### config.mk
export PLATFORM = sky130hd
export DESIGN_NAME = draw_text_box
export DESIGN_NICKNAME = d
export VERILOG_FILES = /design/src/rtl/draw_text_box.sv
export SDC_FILE = /design/constraint.sdc
export NUM_CORES = 1
export LEC_CHECK = 0
export BUFFER_PORTS_ARGS = -buffer_cell sky130_fd_sc_hd__buf_2
export CORE_MARGIN = 2
export CORE_UTILIZATION = 56
export DETAILED_ROUTE_END_ITERATION = 12
export PLACE_DENSITY_LB_ADDON = 0.05
export SETUP_SLACK_MARGIN = 0.4
export SYNTH_ARGS = -nofsm -noshare
export SYNTH_HDL_FRONTEND = slang
export SYNTH_SLANG_ARGS = --single-unit
### constraint.sdc
create_clock -name pclk -period 3 [get_ports pclk]
set_input_delay 0.45 -clock pclk [delete_from_list [all_inputs] [get_ports pclk]]
set_output_delay 0.45 -clock pclk [all_outputs]
set_load 0.01 [all_outputs]
### src/rtl/draw_text_box.sv
// -----------------------------------------------------------------------------
// draw_text_box
//
// Text-box overlay for the VGA timing stream. Draws a COLS x ROWS grid of
// CHAR_W x CHAR_H glyph cells whose top-left pixel is (XPOS, YPOS), on top of
// the incoming rgb stream. Sits after the board/mouse draw stages and is used
// for status lines and menus.
//
// The block computes the cell address (char_col, char_row, char_line)
// combinationally from the incoming position. An external char-code RAM / font
// ROM chain returns the glyph line ROM_LAT cycles later on char_pixels. The
// timing signals, the upstream colour and the per-pixel box information travel
// through a ROM_LAT-deep delay line, so the line's tail lines up with the glyph.
// One output register follows, so every output lags its input by ROM_LAT+1
// cycles.
//
// A blinking cursor cell swaps foreground and background while the blink phase
// is high. The phase toggles every BLINK_FRAMES rising edges of vsync_in.
//
// Ports
//   pclk                      pixel clock
//   rst                       synchronous reset, active low
//   hcount_in, vcount_in      incoming pixel position (11 bit)
//   hsync_in, hblnk_in,
//   vsync_in, vblnk_in        incoming timing
//   rgb_in                    upstream pixel colour (12 bit)
//   enable                    0 = block fully transparent (rgb passes through)
//   transparent               1 = glyph background pixels show rgb_in
//   cursor_en                 enables the blinking cursor cell
//   cursor_col, cursor_row    cursor cell; out-of-range values draw no cursor
//   char_pixels               glyph line from the font ROM, MSB = leftmost pixel
//   char_col, char_row        cell address, combinational from the inputs
//   char_line                 line within the cell, combinational
//   hcount_out .. vblnk_out   timing delayed by ROM_LAT+1 cycles
//   rgb_out                   composited colour, same latency
// -----------------------------------------------------------------------------
module draw_text_box #(
  parameter int          XPOS         = 490,
  parameter int          YPOS         = 600,
  parameter int          COLS         = 5,
  parameter int          ROWS         = 1,
  parameter int          CHAR_W       = 8,
  parameter int          CHAR_H       = 16,
  parameter int          ROM_LAT      = 2,
  parameter int          BLINK_FRAMES = 30,
  parameter logic [11:0] FG_COLOR     = 12'h333,
  parameter logic [11:0] BG_COLOR     = 12'heee,
  localparam int         COL_W        = (COLS > 1) ? $clog2(COLS) : 1,
  localparam int         ROW_W        = (ROWS > 1) ? $clog2(ROWS) : 1,
  localparam int         LINE_W       = (CHAR_H > 1) ? $clog2(CHAR_H) : 1
) (
  input  logic              pclk,
  input  logic              rst,
  input  logic [10:0]       hcount_in,
  input  logic [10:0]       vcount_in,
  input  logic              hsync_in,
  input  logic              hblnk_in,
  input  logic              vsync_in,
  input  logic              vblnk_in,
  input  logic [11:0]       rgb_in,
  input  logic              enable,
  input  logic              transparent,
  input  logic              cursor_en,
  input  logic [COL_W-1:0]  cursor_col,
  input  logic [ROW_W-1:0]  cursor_row,
  input  logic [CHAR_W-1:0] char_pixels,
  output logic [COL_W-1:0]  char_col,
  output logic [ROW_W-1:0]  char_row,
  output logic [LINE_W-1:0] char_line,
  output logic [10:0]       hcount_out,
  output logic [10:0]       vcount_out,
  output logic              hsync_out,
  output logic              hblnk_out,
  output logic              vsync_out,
  output logic              vblnk_out,
  output logic [11:0]       rgb_out
);

  // ---------------------------------------------------------------------------
  // Derived constants
  // ---------------------------------------------------------------------------
  localparam int XOFF_W  = (CHAR_W > 1) ? $clog2(CHAR_W) : 1;
  localparam int X_SHIFT = $clog2(CHAR_W);
  localparam int Y_SHIFT = $clog2(CHAR_H);
  localparam int X_END   = XPOS + COLS * CHAR_W;
  localparam int Y_END   = YPOS + ROWS * CHAR_H;
  localparam int CNT_W   = $clog2(BLINK_FRAMES) + 1;

  localparam logic [CNT_W-1:0] CNT_LAST = CNT_W'(BLINK_FRAMES - 1);

  // Everything the output stage needs about one pixel, captured at the input.
  typedef struct packed {
    logic [10:0]       hcount;
    logic [10:0]       vcount;
    logic              hsync;
    logic              hblnk;
    logic              vsync;
    logic              vblnk;
    logic [11:0]       rgb;
    logic              in_box;
    logic [XOFF_W-1:0] xoff;
    logic              cursor_hit;
  } pix_t;

  // Registered outputs.
  typedef struct packed {
    logic [10:0] hcount;
    logic [10:0] vcount;
    logic        hsync;
    logic        hblnk;
    logic        vsync;
    logic        vblnk;
    logic [11:0] rgb;
  } out_t;

  // ---------------------------------------------------------------------------
  // Box geometry and cell addressing (input side)
  // ---------------------------------------------------------------------------
  logic [10:0]       hrel;
  logic [10:0]       vrel;
  logic              in_box;
  logic [XOFF_W-1:0] xoff;
  logic              cursor_hit;
  pix_t              stage_in;

  // NOTE: every signal written in an always_comb gets a value on every path
  // (here: unconditionally); a path that skips a signal infers a latch.
  always_comb begin
    // Offsets wrap at 11 bits outside the box; char_* are then don't-care but
    // still a pure function of the inputs, so they stay stable.
    hrel   = hcount_in - 11'(XPOS);
    vrel   = vcount_in - 11'(YPOS);
    in_box = (int'(hcount_in) >= XPOS) && (int'(hcount_in) < X_END) &&
             (int'(vcount_in) >= YPOS) && (int'(vcount_in) < Y_END);
  end

  assign char_col  = COL_W'(hrel >> X_SHIFT);
  assign char_row  = ROW_W'(vrel >> Y_SHIFT);
  assign char_line = LINE_W'(vrel);
  assign xoff      = XOFF_W'(hrel);

  // A cursor outside the grid can never match an in-box cell address, so it
  // is simply never drawn.
  assign cursor_hit = in_box && (char_col == cursor_col) && (char_row == cursor_row);

  always_comb begin
    stage_in            = '0;
    stage_in.hcount     = hcount_in;
    stage_in.vcount     = vcount_in;
    stage_in.hsync      = hsync_in;
    stage_in.hblnk      = hblnk_in;
    stage_in.vsync      = vsync_in;
    stage_in.vblnk      = vblnk_in;
    stage_in.rgb        = rgb_in;
    stage_in.in_box     = in_box;
    stage_in.xoff       = xoff;
    stage_in.cursor_hit = cursor_hit;
  end

  // ---------------------------------------------------------------------------
  // Delay line: ROM_LAT stages, tail aligned with char_pixels
  // ---------------------------------------------------------------------------
  pix_t dly_d [ROM_LAT];
  pix_t dly_q [ROM_LAT];

  always_comb begin
    dly_d[0] = stage_in;
    for (int i = 1; i < ROM_LAT; i++) begin
      dly_d[i] = dly_q[i-1];
    end
  end

  // NOTE: the delay line is cleared on reset on purpose, so that the first
  // ROM_LAT+1 cycles after reset emit zeros rather than stale pixels. Plain
  // storage arrays would normally be left without a reset.
  always_ff @(posedge pclk) begin
    if (!rst) begin
      for (int i = 0; i < ROM_LAT; i++) begin
        dly_q[i] <= '0;
      end
    end else begin
      dly_q <= dly_d;
    end
  end

  pix_t tail;
  assign tail = dly_q[ROM_LAT-1];

  // ---------------------------------------------------------------------------
  // Cursor blink: frame counter advanced on vsync rising edges
  // ---------------------------------------------------------------------------
  logic             vsync_prev_d, vsync_prev_q;
  logic [CNT_W-1:0] frame_cnt_d,  frame_cnt_q;
  logic             blink_phase_d, blink_phase_q;

  always_comb begin
    vsync_prev_d  = vsync_in;
    frame_cnt_d   = frame_cnt_q;
    blink_phase_d = blink_phase_q;
    // Only the rising edge counts, so a long vsync pulse is one frame.
    if (vsync_in && !vsync_prev_q) begin
      if (frame_cnt_q == CNT_LAST) begin
        frame_cnt_d   = '0;
        blink_phase_d = ~blink_phase_q;
      end else begin
        frame_cnt_d = frame_cnt_q + CNT_W'(1);
      end
    end
  end

  // ---------------------------------------------------------------------------
  // Output stage: pixel select and colour priority
  // ---------------------------------------------------------------------------
  // glyph_lr[i] is pixel i counted from the left edge of the cell.
  logic [CHAR_W-1:0] glyph_lr;
  logic              pix_bit;
  logic [11:0]       fg;
  logic [11:0]       bg;
  out_t              out_d, out_q;

  always_comb begin
    for (int i = 0; i < CHAR_W; i++) begin
      glyph_lr[i] = char_pixels[CHAR_W-1-i];
    end
  end

  assign pix_bit = glyph_lr[tail.xoff];

  always_comb begin
    fg = FG_COLOR;
    bg = BG_COLOR;
    if (cursor_en && tail.cursor_hit && blink_phase_q) begin
      fg = BG_COLOR;
      bg = FG_COLOR;
    end

    out_d.hcount = tail.hcount;
    out_d.vcount = tail.vcount;
    out_d.hsync  = tail.hsync;
    out_d.hblnk  = tail.hblnk;
    out_d.vsync  = tail.vsync;
    out_d.vblnk  = tail.vblnk;

    // enable/transparent/cursor_en act on the pixel now leaving the block,
    // not on the pixel that was entering when they changed.
    if (tail.hblnk || tail.vblnk) begin
      out_d.rgb = 12'h000;
    end else if (!enable || !tail.in_box) begin
      out_d.rgb = tail.rgb;
    end else if (pix_bit) begin
      out_d.rgb = fg;
    end else if (transparent) begin
      out_d.rgb = tail.rgb;
    end else begin
      out_d.rgb = bg;
    end
  end

  // NOTE: sequential state is updated with non-blocking assignments only, so
  // every flop samples the pre-edge value of every other flop.
  always_ff @(posedge pclk) begin
    if (!rst) begin
      out_q         <= '0;
      vsync_prev_q  <= 1'b0;
      frame_cnt_q   <= '0;
      blink_phase_q <= 1'b0;
    end else begin
      out_q         <= out_d;
      vsync_prev_q  <= vsync_prev_d;
      frame_cnt_q   <= frame_cnt_d;
      blink_phase_q <= blink_phase_d;
    end
  end

  assign hcount_out = out_q.hcount;
  assign vcount_out = out_q.vcount;
  assign hsync_out  = out_q.hsync;
  assign hblnk_out  = out_q.hblnk;
  assign vsync_out  = out_q.vsync;
  assign vblnk_out  = out_q.vblnk;
  assign rgb_out    = out_q.rgb;

endmodule
== Yosys cells after proc, flatten, opt, wreduce, memory -nomap -nowiden ==
Index checks and enable logic that the tools add are counted.

* Output and inout bits: 46
* Bits of input ports: 55
* Register bits: 131

* Bitwise logic cells: 2
* $lt $le $gt $ge: 5
* Add/subtract/negate cells: 3
* Mux-type cells: 8
* Equality and inequality tests: 3
* Reductions and logical operators: 15

{| class="wikitable"
|+ Operators by type and width
! cell !! count
|-
| 2-to-1 mux 12 bit || 5
|-
| less-than comparator 11 x 10 -> 1 bit (second input constant) || 2
|-
| greater-or-equal comparator 11 x 10 -> 1 bit (second input constant) || 1
|-
| greater-or-equal comparator 11 x 9 -> 1 bit (second input constant) || 1
|-
| logical AND 1 bit || 8
|-
| adder 6 x 1 -> 6 bit (second input constant) || 1
|-
| == test 6 x 5 -> 1 bit (second input constant) || 1
|-
| 2-to-1 mux 6 bit || 1
|-
| subtractor 6 bit (second input constant) || 1
|-
| subtractor 5 bit (second input constant) || 1
|-
| less-than comparator 3 x 4 -> 1 bit (second input constant) || 1
|-
| binary-select mux 1 bit (select 3 bit) || 1
|-
| == test 3 bit || 1
|-
| logical NOT 1 bit || 3
|-
| logical OR 1 bit || 2
|-
| inverter 1 bit || 2
|-
| AND reduction 2 bit || 1
|-
| OR reduction 2 bit || 1
|-
| == test 1 bit || 1
|-
| 2-to-1 mux 1 bit || 1
|}

== Longest topological paths before layout ==
* Word-level depth: 6
* Gate-level depth with buffers: 6

== Worst setup path after synthesis ==
No wires, ideal clock.

* Kind: input-to-reg
* Start point: input char_pixels[6]
* End point: register out_q (netlist bit rgb_out[10])
* Arrival: 1.629 ns
* Stages: 4
* Buffers on the path: 0
* Required time: 2.860 ns
* Library setup time: 0.140 ns
* Slack: 1.231 ns
* Cells stage by stage: mux4_1 > mux2i_4 > mux2i_1 > nand3_1

* Longest elaborated chain between the ends: 4

{| class="wikitable"
|+ Ends and longest elaborated chain
! item !! RTL line !! RTL
|-
| from (decl) || 66 || <nowiki>input logic [CHAR_W-1:0] char_pixels,</nowiki>
|-
| binary-select mux 1 bit (select 3 bit) || 227 || <nowiki>assign pix_bit = glyph_lr[tail.xoff];</nowiki>
|-
| 2-to-1 mux 1 bit (implied by the code) || 227 ||
|-
| 2-to-1 mux 12 bit || 250 || <nowiki>end else if (pix_bit) begin</nowiki>
|-
| 2-to-1 mux 12 bit || 248 || <nowiki>end else if (!enable || !tail.in_box) begin</nowiki>
|-
| to (signal assigned) || 268 || <nowiki>out_q <= out_d;</nowiki>
|-
| to (decl) || 219 || <nowiki>out_t out_d, out_q;</nowiki>
|}

Every way passes these cells. The select of a mux whose other input is x is not followed.
A chain may end at the register's enable or synchronous reset.

==> impl_metrics.prom <==
# TYPE chip_impl_metric gauge
chip_impl_metric{name="final.setup.tns",unit="ns"} 0
chip_impl_metric{name="reg2regPathDepth",unit=""} 4
chip_impl_metric{name="drcViolationCount",unit=""} 0
chip_impl_metric{name="vdd_ir_drop_max",unit="mV"} 0.493
chip_impl_metric{name="clock_skew",unit="ns"} 0.00506
chip_impl_info{name="timing.setup.critical_path_class",value="flop to flop"} 1
chip_impl_metric{name="critical_path.max_fanout",unit=""} 12
chip_impl_info{name="rsz0062_at_grt",value="false"} 1
chip_impl_metric{name="drt_wl_total",unit="µm"} 7020
chip_impl_metric{name="mappedNetlistArea",unit="µm²"} 4150
chip_impl_metric{name="initial_core_utilization",unit="%"} 57.6
chip_impl_metric{name="syn2layout_area_growth",unit="%"} 30.0
chip_impl_metric{name="final_min_period_over_clock_period",unit="%"} 70.8
chip_impl_info{name="leading_post_synthesis_cells_by_instance_count",value="sky130_fd_sc_hd__dfxtp_1 (129), sky130_fd_sc_hd__and2_1 (107), sky130_fd_sc_hd__nand3_1 (20), sky130_fd_sc_hd__clkbuf_1 (17), sky130_fd_sc_hd__nand4_1 (14)"} 1
chip_impl_info{name="hold_path.startpoint",value="vcount_in[6]"} 1
chip_impl_metric{name="clockBufferDepth",unit=""} 2
chip_impl_metric{name="ff2ff_setup_slack",unit="ns"} 0.88
chip_impl_info{name="regToRegEndpoint",value="rgb_out[10]"} 1
chip_impl_info{name="yosysMostFrequentCell",value="sky130_fd_sc_hd__dfxtp_1"} 1
chip_impl_info{name="cts_root_buffer",value="sky130_fd_sc_hd__clkbuf_8"} 1
chip_impl_info{name="synth-main-ff-cell",value="sky130_fd_sc_hd__dfxtp_1"} 1
chip_impl_metric{name="grt-ovfl-total",unit=""} 0
chip_impl_info{name="timing.critical_path.cells",value="mux4_1, mux2i_4, mux2i_1, nand3_1"} 1
chip_impl_metric{name="yosysUniqueCellTypes",unit=""} 37
chip_impl_metric{name="timing.hold.worst_path_depth",unit=""} 3
chip_impl_info{name="path_delay_family",value="multiplexers"} 1
chip_impl_metric{name="num_antenna_cells",unit=""} 0
chip_impl_metric{name="synthCells",unit=""} 369
chip_impl_metric{name="max_cap_viol_count",unit=""} 0
chip_impl_info{name="hold_path_class",value="input pin to flop"} 1
chip_impl_metric{name="synth.top_cell.area_share",unit="%"} 62.2
chip_impl_metric{name="antenna_found_initial",unit=""} 0
chip_impl_metric{name="final_number_of_setup_violating_endpoints",unit=""} 0
chip_impl_metric{name="number_of_clock_buffers_inserted_by_tritoncts",unit=""} 17
chip_impl_info{name="crit_path_end_kind",value="flop"} 1
chip_impl_info{name="holdPathEnd",value="dly_d[27]"} 1
chip_impl_metric{name="cp_slowest_stage_delay",unit="ns"} 0.62
chip_impl_metric{name="max_slew_margin",unit="%"} 64.0
chip_impl_metric{name="die_height",unit="µm"} 90.1
chip_impl_metric{name="via_count",unit=""} 2722
chip_impl_info{name="cp_max_delay_cell",value="sky130_fd_sc_hd__mux4_1"} 1
chip_impl_metric{name="synth-seq-cells",unit=""} 129
chip_impl_metric{name="worstPathRequired",unit="ns"} 3.36
chip_impl_metric{name="io_buffer_count",unit=""} 100
chip_impl_metric{name="area_enclosed_by_the_die_boundary",unit="µm²"} 8120
chip_impl_metric{name="cp.buffers_inverters",unit=""} 0
chip_impl_metric{name="die-width",unit="µm"} 90.1
chip_impl_metric{name="final_weighted_congestion_in_routability_driven_placement",unit=""} 0.782
chip_impl_metric{name="count_of_flip_flops_with_a_built_in_enable_after_synthesis",unit=""} 0
chip_impl_info{name="synth.largest_area_cell",value="sky130_fd_sc_hd__dfxtp_1"} 1
chip_impl_metric{name="seq_area_frac_synth",unit="%"} 62.2
chip_impl_metric{name="hold_slack",unit="ns"} 0.129
chip_impl_metric{name="synth-warning-count",unit=""} 0
chip_impl_metric{name="grt_pass1_wl",unit="µm"} 11800
chip_impl_info{name="tritoncts",value="done"} 1
chip_impl_metric{name="cts-resized-gates",unit=""} 0
chip_impl_metric{name="cts_num_sinks",unit=""} 129
chip_impl_metric{name="drt_iter0_markers",unit=""} 110
chip_impl_info{name="synth_area_leaders",value="sky130_fd_sc_hd__dfxtp_1 (62%), sky130_fd_sc_hd__and2_1 (16%), sky130_fd_sc_hd__nand3_1 (2.4%)"} 1
chip_impl_metric{name="fillerInstances",unit=""} 527
chip_impl_metric{name="holdBufCountCts",unit=""} 0
chip_impl_metric{name="drt-vias-per-instance",unit=""} 4.69
chip_impl_metric{name="top_level_ports",unit=""} 101
chip_impl_metric{name="maximum_number_of_pins_on_one_net_before_global_route_repair",unit=""} 78
chip_impl_info{name="crit_start",value="dly_q[32]"} 1
chip_impl_metric{name="grt_pass1_vias",unit=""} 2602
chip_impl_metric{name="grt_usage",unit="%"} 18.6
chip_impl_info{name="crit_path_start_kind",value="flop"} 1
chip_impl_metric{name="ff_latch_area",unit="µm²"} 2580
chip_impl_info{name="crit-reg2reg-launch",value="dly_q[32]"} 1
chip_impl_metric{name="dr.pass1.iters",unit=""} 4
chip_impl_metric{name="rows",unit=""} 31
chip_impl_metric{name="final_hold_viol_count",unit=""} 0
chip_impl_metric{name="fmax",unit="MHz"} 471
chip_impl_metric{name="drive_above_1_share",unit="%"} 29.0
chip_impl_metric{name="async_reset_ff_share",unit="%"} 0
chip_impl_metric{name="slew_violations",unit=""} 0
chip_impl_info{name="run_status",value="finished clean"} 1
chip_impl_metric{name="layout.nets",unit=""} 529
chip_impl_metric{name="ant_nets",unit=""} 0
chip_impl_metric{name="worst_setup_hold_path_clk_slew",unit="ns"} 0.06
chip_impl_metric{name="critical_path_arrival",unit="ns"} 2.49
chip_impl_metric{name="nets_in_the_synthesized_netlist",unit=""} 429
chip_impl_metric{name="multi_input_comb_area",unit="µm²"} 1440
chip_impl_metric{name="cts_max_level",unit=""} 4
chip_impl_metric{name="layout_min_cycle_time",unit="ns"} 2.12
chip_impl_metric{name="power.density_cell_area",unit="nW/µm²"} 812
chip_impl_metric{name="clkLatencyLatePin",unit="ns"} 0.51
chip_impl_metric{name="dpl.hpwl",unit="µm"} 4560
chip_impl_metric{name="power.leakage",unit="nW"} 2.50
chip_impl_metric{name="post_synth.cell_area_avg",unit="µm²"} 11.3
chip_impl_metric{name="timing_worst_slew_pin_value",unit="ns"} 0.539
chip_impl_metric{name="core-area",unit="µm²"} 7210
chip_impl_metric{name="avg_wl_per_cell",unit="µm"} 12.1
chip_impl_metric{name="postCtsSetupBuffers",unit=""} 0
-- metal layers --
layer,up-vias,global-route usage (%),share of wire [%]
met5,-,0,0
met4,0,9.74,1.6
met3,12,6.87,6.6
met2,86,29.4,47
met1,1227,22.0,45
li1,1397,-,-
-- kinds of logic (layout without fill, tap and decap cells) --
logic type	Yosys count	after routing	share of synthesized area, %
DFF	129	129	62.2
adders and majority gates	5	5	1.51
and+or+nand+nor	177	177	25.7
xor gates and xnor gates	13	13	3.43
AOI/OAI and AO/OA	10	10	1.66
buffers and inverters	30	143	3.19
muxes	5	5	2.29
-- worst min-delay path, stage by stage --
cell and delay, ns:
sky130_fd_sc_hd__buf_2 0.08, sky130_fd_sc_hd__nand2_1 0.04, sky130_fd_sc_hd__inv_1 0.04
-- flip-flops by register name, indices dropped and copies added (netlist names) --
name / flops
dly_d: 41
hcount_out: 11
hsync_out: 1
vsync_prev_q: 1
rgb_out: 12
vblnk_out: 1
vsync_out: 1
hblnk_out: 1
dly_q: 42
frame_cnt_q: 6
vcount_out: 11
blink_phase_q: 1
-- layout make-up --
cell class / count / share of cell area [%]
Tap cell: 99 / 2.29
Inverter: 8 / 0.556
Clock inverter: 13 / 4.73
Sequential cell: 129 / 47.8
Multi-Input combinational cell: 210 / 26.7
Timing Repair Buffer: 103 / 9.69
Clock buffer: 19 / 8.18
-- stage by stage --
step / worst slack [ns] / total power (W) / util, % / instance area, µm² / cells
after floorplan: 1.23 / 0.00197 / - / 4150 / 369
after global placement: 0.838 / 0.00205 / 65.2 / 4700 / 549
after global routing: 0.764 / 0.00454 / 74.8 / 5400 / 581
final: 0.877 / 0.00438 / 74.8 / 5400 / 581
after CTS: 0.879 / 0.00443 / 74.8 / 5400 / 581
after detailed placement: 0.763 / 0.00205 / 65.2 / 4700 / 549
-- power by group --
group / internal (W) / total [W] / switching, W / leakage, nW
sequential: 0.00178 / 0.00180 / 0.0000210 / 1.06
clock: 0.00165 / 0.00237 / 0.000721 / 0.342
combinational: 0.000108 / 0.000212 / 0.000105 / 1.10
total: 0.00354 / 0.00438 / 0.000846 / 2.50
-- cells in the final DEF (no fill, tap or decap), types with 2 or more instances in the layout --
cell,synthesis,final
sky130_fd_sc_hd__nand2_1,5,5
sky130_fd_sc_hd__clkinv_4,0,3
sky130_fd_sc_hd__a21oi_1,2,2
sky130_fd_sc_hd__clkbuf_8,0,3
sky130_fd_sc_hd__dfxtp_1,129,129
sky130_fd_sc_hd__and2_1,107,107
sky130_fd_sc_hd__ha_1,5,5
sky130_fd_sc_hd__xor2_1,7,7
sky130_fd_sc_hd__buf_2,1,100
sky130_fd_sc_hd__o21a_1,3,3
sky130_fd_sc_hd__nor2_1,9,9
sky130_fd_sc_hd__nor3_1,4,4
sky130_fd_sc_hd__bufinv_16,0,7
sky130_fd_sc_hd__clkbuf_16,0,16
sky130_fd_sc_hd__nand3_1,20,20
sky130_fd_sc_hd__nor4bb_1,2,2
sky130_fd_sc_hd__inv_1,8,8
sky130_fd_sc_hd__xnor2_1,4,4
sky130_fd_sc_hd__buf_4,3,3
sky130_fd_sc_hd__nor4_1,3,3
sky130_fd_sc_hd__mux4_1,2,2
sky130_fd_sc_hd__mux2i_1,2,2
sky130_fd_sc_hd__nor2b_1,6,6
sky130_fd_sc_hd__clkinv_2,0,2
sky130_fd_sc_hd__nand4_1,14,14
-- worst max path at each step --
stage	slack (ns)	to	cells past startpoint
floorplan	1.23	rgb_out[10]	4
global placement	0.84	rgb_out[6]	5
detailed placement	0.76	rgb_out[10]	5
CTS	0.88	rgb_out[10]	4
global route	0.76	rgb_out[10]	4
finish	0.88	rgb_out[10]	4
No activity file was read; power rests on OpenSTA's default activity.
